[config.mk]
export PLATFORM = sky130hd
export DESIGN_NAME = id_ex_stage
export DESIGN_NICKNAME = d
export VERILOG_FILES = /design/src/rtl/rv_ctrl_pkg.sv /design/src/rtl/id_ex_stage_load_use_detector.sv /design/src/rtl/id_ex_stage.sv
export SDC_FILE = /design/constraint.sdc
export NUM_CORES = 1
export LEC_CHECK = 0
export ABC_AREA = 1
export CAP_MARGIN = 40
export CORE_AREA = 2 2 161 163
export DETAILED_ROUTE_END_ITERATION = 12
export DIE_AREA = 0 0 163 165
export MAX_ROUTING_LAYER = met4
export SYNTH_ARGS = -nofsm -noshare
export SYNTH_HDL_FRONTEND = slang
export SYNTH_SLANG_ARGS = --single-unit
[constraint.sdc]
create_clock -name clk -period 1.4 [get_ports clk]
set_clock_uncertainty 0.05 [all_clocks]
set_input_delay 0.21 -clock clk [delete_from_list [all_inputs] [get_ports clk]]
set_output_delay 0.21 -clock clk [all_outputs]
set_load 0.01 [all_outputs]
[src/rtl/rv_ctrl_pkg.sv]
// rv_ctrl_pkg: RV32I main-decoder control bundle, bubble constant and field encodings
// Shared by the ID/EX register and the hazard/forwarding logic.
package rv_ctrl_pkg;
  localparam logic [1:0] JUMP_NONE = 2'b00;
  localparam logic [1:0] JUMP_JAL  = 2'b01;
  localparam logic [1:0] JUMP_JALR = 2'b10;
  localparam logic [1:0] RES_ALU   = 2'b00;
  localparam logic [1:0] RES_MEM   = 2'b01;
  localparam logic [1:0] RES_PC4   = 2'b10;
  localparam logic [1:0] ALU_ADD   = 2'b00;
  localparam logic [1:0] ALU_SUB   = 2'b01;
  localparam logic [1:0] ALU_FUNCT = 2'b10;
  localparam logic [6:0] OP_LOAD   = 7'b0000011;
  localparam logic [6:0] OP_STORE  = 7'b0100011;
  localparam logic [6:0] OP_RTYPE  = 7'b0110011;
  localparam logic [6:0] OP_ITYPE  = 7'b0010011;
  localparam logic [6:0] OP_BRANCH = 7'b1100011;
  localparam logic [6:0] OP_JAL    = 7'b1101111;
  localparam logic [6:0] OP_JALR   = 7'b1100111;
  localparam logic [6:0] OP_LUI    = 7'b0110111;
  localparam logic [6:0] OP_AUIPC  = 7'b0010111;
  typedef struct packed {
    logic       branch;
    logic       mem_write;
    logic       mem_read;
    logic       alu_src;
    logic       reg_write;
    logic [1:0] alu_op;
    logic [1:0] result_src;
    logic [1:0] jump;
  } ctrl_t;
  // No architectural side effects: no write-back, no memory access, no control transfer.
  localparam ctrl_t CTRL_BUBBLE = '{
    branch: 1'b0, mem_write: 1'b0, mem_read: 1'b0, alu_src: 1'b0, reg_write: 1'b0,
    alu_op: ALU_ADD, result_src: RES_ALU, jump: JUMP_NONE
  };
endpackage

[src/rtl/id_ex_stage_load_use_detector.sv]
// load_use_detector: flags a decode instruction that reads the destination of a load in EX
// Ports: ex_valid_i/ex_mem_read_i/ex_rd_i describe EX; id_valid_i/id_rs1_i/id_rs2_i describe
// decode; lu_o is the combinational hazard flag.
module load_use_detector #(
  parameter int REG_AW = 5
) (
  input  logic              ex_valid_i,
  input  logic              ex_mem_read_i,
  input  logic [REG_AW-1:0] ex_rd_i,
  input  logic              id_valid_i,
  input  logic [REG_AW-1:0] id_rs1_i,
  input  logic [REG_AW-1:0] id_rs2_i,
  output logic              lu_o
);
  // rs2 is compared even for formats that do not read it: a spurious bubble is harmless.
  assign lu_o = ex_valid_i & ex_mem_read_i & (ex_rd_i != '0) & id_valid_i &
                ((id_rs1_i == ex_rd_i) | (id_rs2_i == ex_rd_i));
endmodule

[src/rtl/id_ex_stage.sv]
// id_ex_stage: ID->EX pipeline register with load-use bubble, redirect squash and hold
// Ports: clk, rst_n (sync, active low); id_*_i decode bundle, id_ready_o back-pressure to IF/ID;
// ex_redirect_i squash request, mem_hold_i downstream freeze; ex_*_o registered bundle.
// Optional macro ID_EX_PERF_CNT_EN adds perf_stall_cnt_o / perf_flush_cnt_o.
module id_ex_stage
  import rv_ctrl_pkg::*;
#(
  parameter int XLEN   = 32,
  parameter int REG_AW = 5
) (
  input  logic              clk,
  input  logic              rst_n,
  input  logic              id_valid_i,
  output logic              id_ready_o,
  input  logic              id_branch_i,
  input  logic              id_mem_write_i,
  input  logic              id_mem_read_i,
  input  logic              id_alu_src_i,
  input  logic              id_reg_write_i,
  input  logic [1:0]        id_alu_op_i,
  input  logic [1:0]        id_result_src_i,
  input  logic [1:0]        id_jump_i,
  input  logic [XLEN-1:0]   id_pc_i,
  input  logic [XLEN-1:0]   id_pc_plus4_i,
  input  logic [XLEN-1:0]   id_rs1_data_i,
  input  logic [XLEN-1:0]   id_rs2_data_i,
  input  logic [XLEN-1:0]   id_imm_ext_i,
  input  logic [REG_AW-1:0] id_rs1_i,
  input  logic [REG_AW-1:0] id_rs2_i,
  input  logic [REG_AW-1:0] id_rd_i,
  input  logic [2:0]        id_funct3_i,
  input  logic              id_funct7b5_i,
  input  logic              ex_redirect_i,
  input  logic              mem_hold_i,
  output logic              ex_valid_o,
  output logic              ex_branch_o,
  output logic              ex_mem_write_o,
  output logic              ex_mem_read_o,
  output logic              ex_alu_src_o,
  output logic              ex_reg_write_o,
  output logic [1:0]        ex_alu_op_o,
  output logic [1:0]        ex_result_src_o,
  output logic [1:0]        ex_jump_o,
  output logic [XLEN-1:0]   ex_pc_o,
  output logic [XLEN-1:0]   ex_pc_plus4_o,
  output logic [XLEN-1:0]   ex_rs1_data_o,
  output logic [XLEN-1:0]   ex_rs2_data_o,
  output logic [XLEN-1:0]   ex_imm_ext_o,
  output logic [REG_AW-1:0] ex_rs1_o,
  output logic [REG_AW-1:0] ex_rs2_o,
  output logic [REG_AW-1:0] ex_rd_o,
  output logic [2:0]        ex_funct3_o,
  output logic              ex_funct7b5_o
`ifdef ID_EX_PERF_CNT_EN
  ,
  output logic [31:0]       perf_stall_cnt_o,
  output logic [31:0]       perf_flush_cnt_o
`endif
);
  typedef struct packed {
    logic [XLEN-1:0]   pc;
    logic [XLEN-1:0]   pc_plus4;
    logic [XLEN-1:0]   rs1_data;
    logic [XLEN-1:0]   rs2_data;
    logic [XLEN-1:0]   imm_ext;
    logic [REG_AW-1:0] rs1;
    logic [REG_AW-1:0] rs2;
    logic [REG_AW-1:0] rd;
    logic [2:0]        funct3;
    logic              funct7b5;
  } dp_t;
  ctrl_t id_ctrl, ctrl_d, ctrl_q;
  dp_t   id_dp, dp_d, dp_q;
  logic  valid_d, valid_q;
  logic  pend_d, pend_q;
  logic  lu, flush, stall, bubble;
  load_use_detector #(.REG_AW(REG_AW)) u_lu (
    .ex_valid_i   (valid_q),
    .ex_mem_read_i(ctrl_q.mem_read),
    .ex_rd_i      (dp_q.rd),
    .id_valid_i   (id_valid_i),
    .id_rs1_i     (id_rs1_i),
    .id_rs2_i     (id_rs2_i),
    .lu_o         (lu)
  );
  always_comb begin
    id_ctrl = '{
      branch: id_branch_i, mem_write: id_mem_write_i, mem_read: id_mem_read_i,
      alu_src: id_alu_src_i, reg_write: id_reg_write_i, alu_op: id_alu_op_i,
      result_src: id_result_src_i, jump: id_jump_i
    };
    id_dp = '{
      pc: id_pc_i, pc_plus4: id_pc_plus4_i, rs1_data: id_rs1_data_i, rs2_data: id_rs2_data_i,
      imm_ext: id_imm_ext_i, rs1: id_rs1_i, rs2: id_rs2_i, rd: id_rd_i,
      funct3: id_funct3_i, funct7b5: id_funct7b5_i
    };
    // A redirect seen during a hold is remembered and applied on the first free edge.
    flush   = !mem_hold_i & (ex_redirect_i | pend_q);
    stall   = !mem_hold_i & !flush & lu;
    bubble  = flush | stall;
    pend_d  = mem_hold_i & (pend_q | ex_redirect_i);
    valid_d = mem_hold_i ? valid_q : !bubble & id_valid_i;
    ctrl_d  = mem_hold_i ? ctrl_q : (bubble | !id_valid_i) ? CTRL_BUBBLE : id_ctrl;
    dp_d    = mem_hold_i ? dp_q : bubble ? '0 : id_dp;
    // On a flush the IF/ID slot is discarded upstream, so ready stays high.
    id_ready_o = !rst_n | (!mem_hold_i & !stall);
  end
  always_ff @(posedge clk) begin
    if (!rst_n) begin
      valid_q <= 1'b0;
      pend_q  <= 1'b0;
      ctrl_q  <= CTRL_BUBBLE;
      dp_q    <= '0;
    end else begin
      valid_q <= valid_d;
      pend_q  <= pend_d;
      ctrl_q  <= ctrl_d;
      dp_q    <= dp_d;
    end
  end
  assign ex_valid_o      = valid_q;
  assign ex_branch_o     = ctrl_q.branch;
  assign ex_mem_write_o  = ctrl_q.mem_write;
  assign ex_mem_read_o   = ctrl_q.mem_read;
  assign ex_alu_src_o    = ctrl_q.alu_src;
  assign ex_reg_write_o  = ctrl_q.reg_write;
  assign ex_alu_op_o     = ctrl_q.alu_op;
  assign ex_result_src_o = ctrl_q.result_src;
  assign ex_jump_o       = ctrl_q.jump;
  assign ex_pc_o         = dp_q.pc;
  assign ex_pc_plus4_o   = dp_q.pc_plus4;
  assign ex_rs1_data_o   = dp_q.rs1_data;
  assign ex_rs2_data_o   = dp_q.rs2_data;
  assign ex_imm_ext_o    = dp_q.imm_ext;
  assign ex_rs1_o        = dp_q.rs1;
  assign ex_rs2_o        = dp_q.rs2;
  assign ex_rd_o         = dp_q.rd;
  assign ex_funct3_o     = dp_q.funct3;
  assign ex_funct7b5_o   = dp_q.funct7b5;
`ifdef ID_EX_PERF_CNT_EN
  logic [31:0] stall_cnt_d, stall_cnt_q, flush_cnt_d, flush_cnt_q;
  // stall/flush are already gated by mem_hold, so counters freeze while held.
  assign stall_cnt_d = stall_cnt_q + 32'(stall);
  assign flush_cnt_d = flush_cnt_q + 32'(flush);
  always_ff @(posedge clk) begin
    if (!rst_n) begin
      stall_cnt_q <= '0;
      flush_cnt_q <= '0;
    end else begin
      stall_cnt_q <= stall_cnt_d;
      flush_cnt_q <= flush_cnt_d;
    end
  end
  assign perf_stall_cnt_o = stall_cnt_q;
  assign perf_flush_cnt_o = flush_cnt_q;
`endif
endmodule

Word-level counts from Yosys, hierarchy flattened
Cells that the tools add are included. Widths: inputs -> output; s select.

Equality and inequality tests: 2. Mux-type cells: 2. Bitwise gates (word level): 15. Reduce and logical (&&, ||, !) cells: 7.

Operator list (number): $mux 179 (1); $mux 11 (1); $and 1x1->1 (10); $eq 5x5->1 (2); $logic_not 1->1 (6); $or 1x1->1 (5); $reduce_bool 5->1 (1).

Register bits: 192. Input bits: 195. Output and inout port bits: 192. Word-level logic and storage cells: 46.

Longest topological paths before layout
Depth after elaboration: 8. Gate-level depth with buffers: 11. Depth with buffers taken out: 9.

By module
Synthesis repeated with hierarchy kept, for this count alone.

Cell total of the unflattened synthesis: 933. Area total of the unflattened synthesis: 7516.0 um2.

Modules (own cells, without submodules): id_ex_stage (times used 1, cells each 888, area an instance 7317.0 um2, seq. area each 3843.7 um2); load_use_detector (times used 1, cells each 45, area an instance 198.9 um2, seq. area each 0.0 um2).

Least setup slack after synthesis
OpenSTA, ideal clock, no wires.

Path type: flip-flop to output port. Start: register dp_q (netlist bit ex_rd_o[3]). End: output id_ready_o. Arrival: 1230 ps. Data required time: 1140 ps. Setup slack: -90 ps. Cell stages (with the launch flop): 11. Buffers on the path: 1. Cells stage by stage: dfxtp_1 -> inv_1 -> nand2_1 -> nand2_1 -> nor2_1 -> nand3_1 -> nand2_1 -> nand2_2 -> buf_6 -> o21ai_0 -> inv_1.

Word-level cells in the longest chain between the ends: 8. Elaborated cells between the ends (all ways): 11. Those cells by class: eq/ne: 2; bitwise: 7; reduce/logical: 2.

RTL lines: start, declared (line id_ex_stage.sv:73) `dp_t id_dp, dp_d, dp_q;`; start signal, assigned (line id_ex_stage.sv:118) `dp_q <= dp_d;`; $reduce_bool 5->1 (line id_ex_stage_load_use_detector.sv:16) `assign lu_o = ex_valid_i & ex_mem_read_i & (ex_rd_i != '0) & id_valid_i &`; $and 1x1->1 (2 in series) (line id_ex_stage_load_use_detector.sv:16); $and 1x1->1 * (line id_ex_stage_load_use_detector.sv:16); $and 1x1->1 * (line id_ex_stage.sv:99) `stall = !mem_hold_i & !flush & lu;`; $logic_not 1->1 * (line id_ex_stage.sv:106) `id_ready_o = !rst_n | (!mem_hold_i & !stall);`; $and 1x1->1 * (line id_ex_stage.sv:106); $or 1x1->1 * (line id_ex_stage.sv:106); end, declared (line id_ex_stage.sv:14) `output logic id_ready_o,`.

Mark *: on every way between the ends. The rest lies on a longest branch, timed or not.

Worst setup path in the final report
Same ends and word-level chain as after synthesis.

==> flow_summary.yaml <==
die:
  initial_core_util_pct: 28.9
  die_w_um: 163
  dieHeight_um: 165
  design.die.area_um2: 26900
  fp.coreArea_um2: 25000
  num_rows: 58
  io_pins: 387
worst_setup_path:
  critPathLaunchType: "register"
  r2r_end: "ex_imm_ext_o[15]"
  critPathKind: "reg -> out"
  crit_required_ns: 1.14
  reg2regPathDepth: 11
  cp_max_fo: 4
  regToRegStartpoint: "ex_rd_o[3]"
  reg2reg_slack_ns: -0.46
  worstPathArrival_ns: 1.66
  crit_path_end_kind: "output pin"
layout:
  drive_gt1_share_pct: 12.0
  finalNetCount: 1524
  multi_input_area_um2: 2900
  seq_area_um2: 3860
  synthToLayoutAreaGrowth_pct: 80.1
  n_antenna_cell: 0
  num-fill-cells: 2440
  finish.instance_area_um2: 13000
  layout.cells.most_common: "nand2_1"
  final_cell_mix: "401 x nand2_1, 194 x clkdlybuf4s50_1, 191 x nand4_1"
  finalNonFillerCells: 1671
sta:
  setup_viol: 192
  max_slew_margin_pct: 79.8
  hold_ws_ns: 0.285
  timing.fmax_ghz: 0.521
  period_share_pct: 137
  rsz0062_at_grt: "true"
  fin_crit_ns: 1.92
  fin_tns_setup_ns: -72.14
  slew_viol_final: 0
  worst_pin_slew_ns: 0.302
  finalHoldViolations: 0
  setup_ws_ns: -0.519
global_route:
  grt_pass1_vias: 7778
  grt_max_degree: 60
  grt_antenna_before_repair: 0
  globalRouteOverflowTotal: 0
  grt_pass1_wl_mm: 43.6
  track_usage_pct: 21.5
clock_network:
  cts.clk_slew.worst_paths_ns: 0.08
  clock_latency_ns: 0.42
  cts_tree: "built"
  cts.sinks: 192
  clock_path_buffers: 2
  cts_buffers: 17
  cts_max_level: 4
  hold_buffers: 0
  cts-root-buf: "clkbuf_16"
place:
  dpl.hpwl_mm: 18.5
  place.gp.congestion: 0.806
  placed_area_um2: 11700
  port_buffers: 386
  place_ws_ns: -0.807
  dp.cells: 1596
synthesis:
  netlist.area_leader.share_pct: 53.1
  ys_ff_latch: 192
  syn-cell-area_um2: 7230
  synth_fp_nets: 1106
  synth_warnings: 0
  syn_inst: 911
  synth-seq-area-share_pct: 53.1
  syn_area_per_cell_um2: 7.94
  post-synth-top-area-cell: "dfxtp_1"
  netlist-cell-type-count: 16
  synth_area_leaders: "dfxtp_1 53%, nand2_1 21%, nand4_1 17%"
power_and_ir_drop:
  leakage_nw: 6.64
  p_per_area_nw_per_um2: 968
  max-vdd-ir-drop_v: 0.000622
hold_path:
  hold_path.class: "in -> reg"
  hold_end: "ex_imm_ext_o[14]"
  whs_path_depth: 3
  hold_path.startpoint: "id_imm_ext_i[14]"
status:
  violations: "negative setup slack"
  status: "finished with violations"
routing:
  via_count: 8010
  wl_per_cell_um: 18.2
  vias_per_cell: 4.79
  wirelength_mm: 30.4
  drt_iter0_markers: 496
  dr.pass1.iters: 5
  ant_nets: 0
  drcViolationCount: 0
flow_run:
  cap_violations: 0
worst max-delay path, cell delays in order (launching register included):
cell	delay [ns]
dfxtp_4	0.36
buf_4	0.14
xnor2_2	0.15
nand3_1	0.11
nand2_2	0.13
nand2_8	0.06
o21ai_2	0.10
inv_1	0.04
buf_2	0.13
stage by stage:
step	power (W)	util, %
3_3_place_gp	0.00816	46.8
4_1_cts	0.0127	50.2
2_1_floorplan	0.00668	-
3_5_place_dp	0.00817	46.8
6_report	0.0126	52.0
5_1_grt	0.0131	52.0
Yosys cell counts:
master	count
inv_1	16
dfxtp_1	192
buf_2	30
nor2_1	10
nor2_2	1
nor3_1	2
clkbuf_1	33
o21ai_0	1
xnor2_1	2
or2_2	1
nand2_1	406
nand2_2	1
buf_6	20
inv_2	1
nand3_1	4
nand4_1	191
how the worst max path moves through the flow:
stage / from / end / slack [ns] / cells past startpoint
5_1_grt: ex_rd_o[1] / id_ready_o / -0.61 / 10
2_1_floorplan: ex_rd_o[1] / id_ready_o / 0.03 / 10
4_1_cts: ex_rd_o[0] / id_ready_o / -0.52 / 10
3_5_place_dp: id_rs2_i[2] / id_ready_o / -0.81 / 11
6_report: ex_rd_o[3] / id_ready_o / -0.52 / 8
3_3_place_gp: id_rs2_i[1] / id_ready_o / -0.81 / 11
layout make-up:
type | instances | share of cell area, %
clock buffers | 18 | 3.37
clock inverters | 13 | 0.961
inverters | 17 | 0.547
multi-input cells | 619 | 22.3
flip-flops and latches | 192 | 29.7
well taps | 330 | 3.17
repair buffers | 482 | 40.0
logic make-up (layout without fill, tap and decap cells):
family                 after synthesis  count (layout)  synth area share (%)
flip-flops                         192             192                  53.1
buffers and inverters              100             530                  7.78
XOR/XNOR                             2               2                 0.242
AO/OA/AOI/OAI                        1               1                0.0691
AND/OR/NAND/NOR                    616             616                  38.8
sequential cells by signal, summed over array words and instances (netlist names), 2 cells and up:
name / flops
ex_alu_op_o: 2
ex_funct3_o: 3
ex_imm_ext_o: 32
ex_jump_o: 2
ex_pc_o: 32
ex_pc_plus4_o: 32
ex_rd_o: 5
ex_result_src_o: 2
ex_rs1_data_o: 32
ex_rs1_o: 5
ex_rs2_data_o: 32
ex_rs2_o: 5
layer usage:
| layer | GRT usage, % | wire length [µm] | up-vias |
|---|---|---|---|
| met5 | - | 0 | - |
| met4 | 5.99 | 463 | 0 |
| met3 | 6.08 | 2510 | 29 |
| met2 | 35.1 | 14600 | 333 |
| met1 | 26.1 | 12900 | 3735 |
| li1 | - | - | 3913 |
where the power goes:
group	switching, W	internal [W]
sequential	0.000148	0.00575
clock	0.00235	0.00239
combinational	0.000888	0.00108
total	0.00339	0.00922
what timing repair did:
action / 4_1_cts / 5_1_grt
resized for setup: 228 / 56
buffers inserted: 2 / 25
hold endpoints to repair: 0 / 0
setup endpoints to repair: 383 / 196
cloned: 16 / 11
pin swaps: 3 / 28
Power figures use the tool's default switching activity.
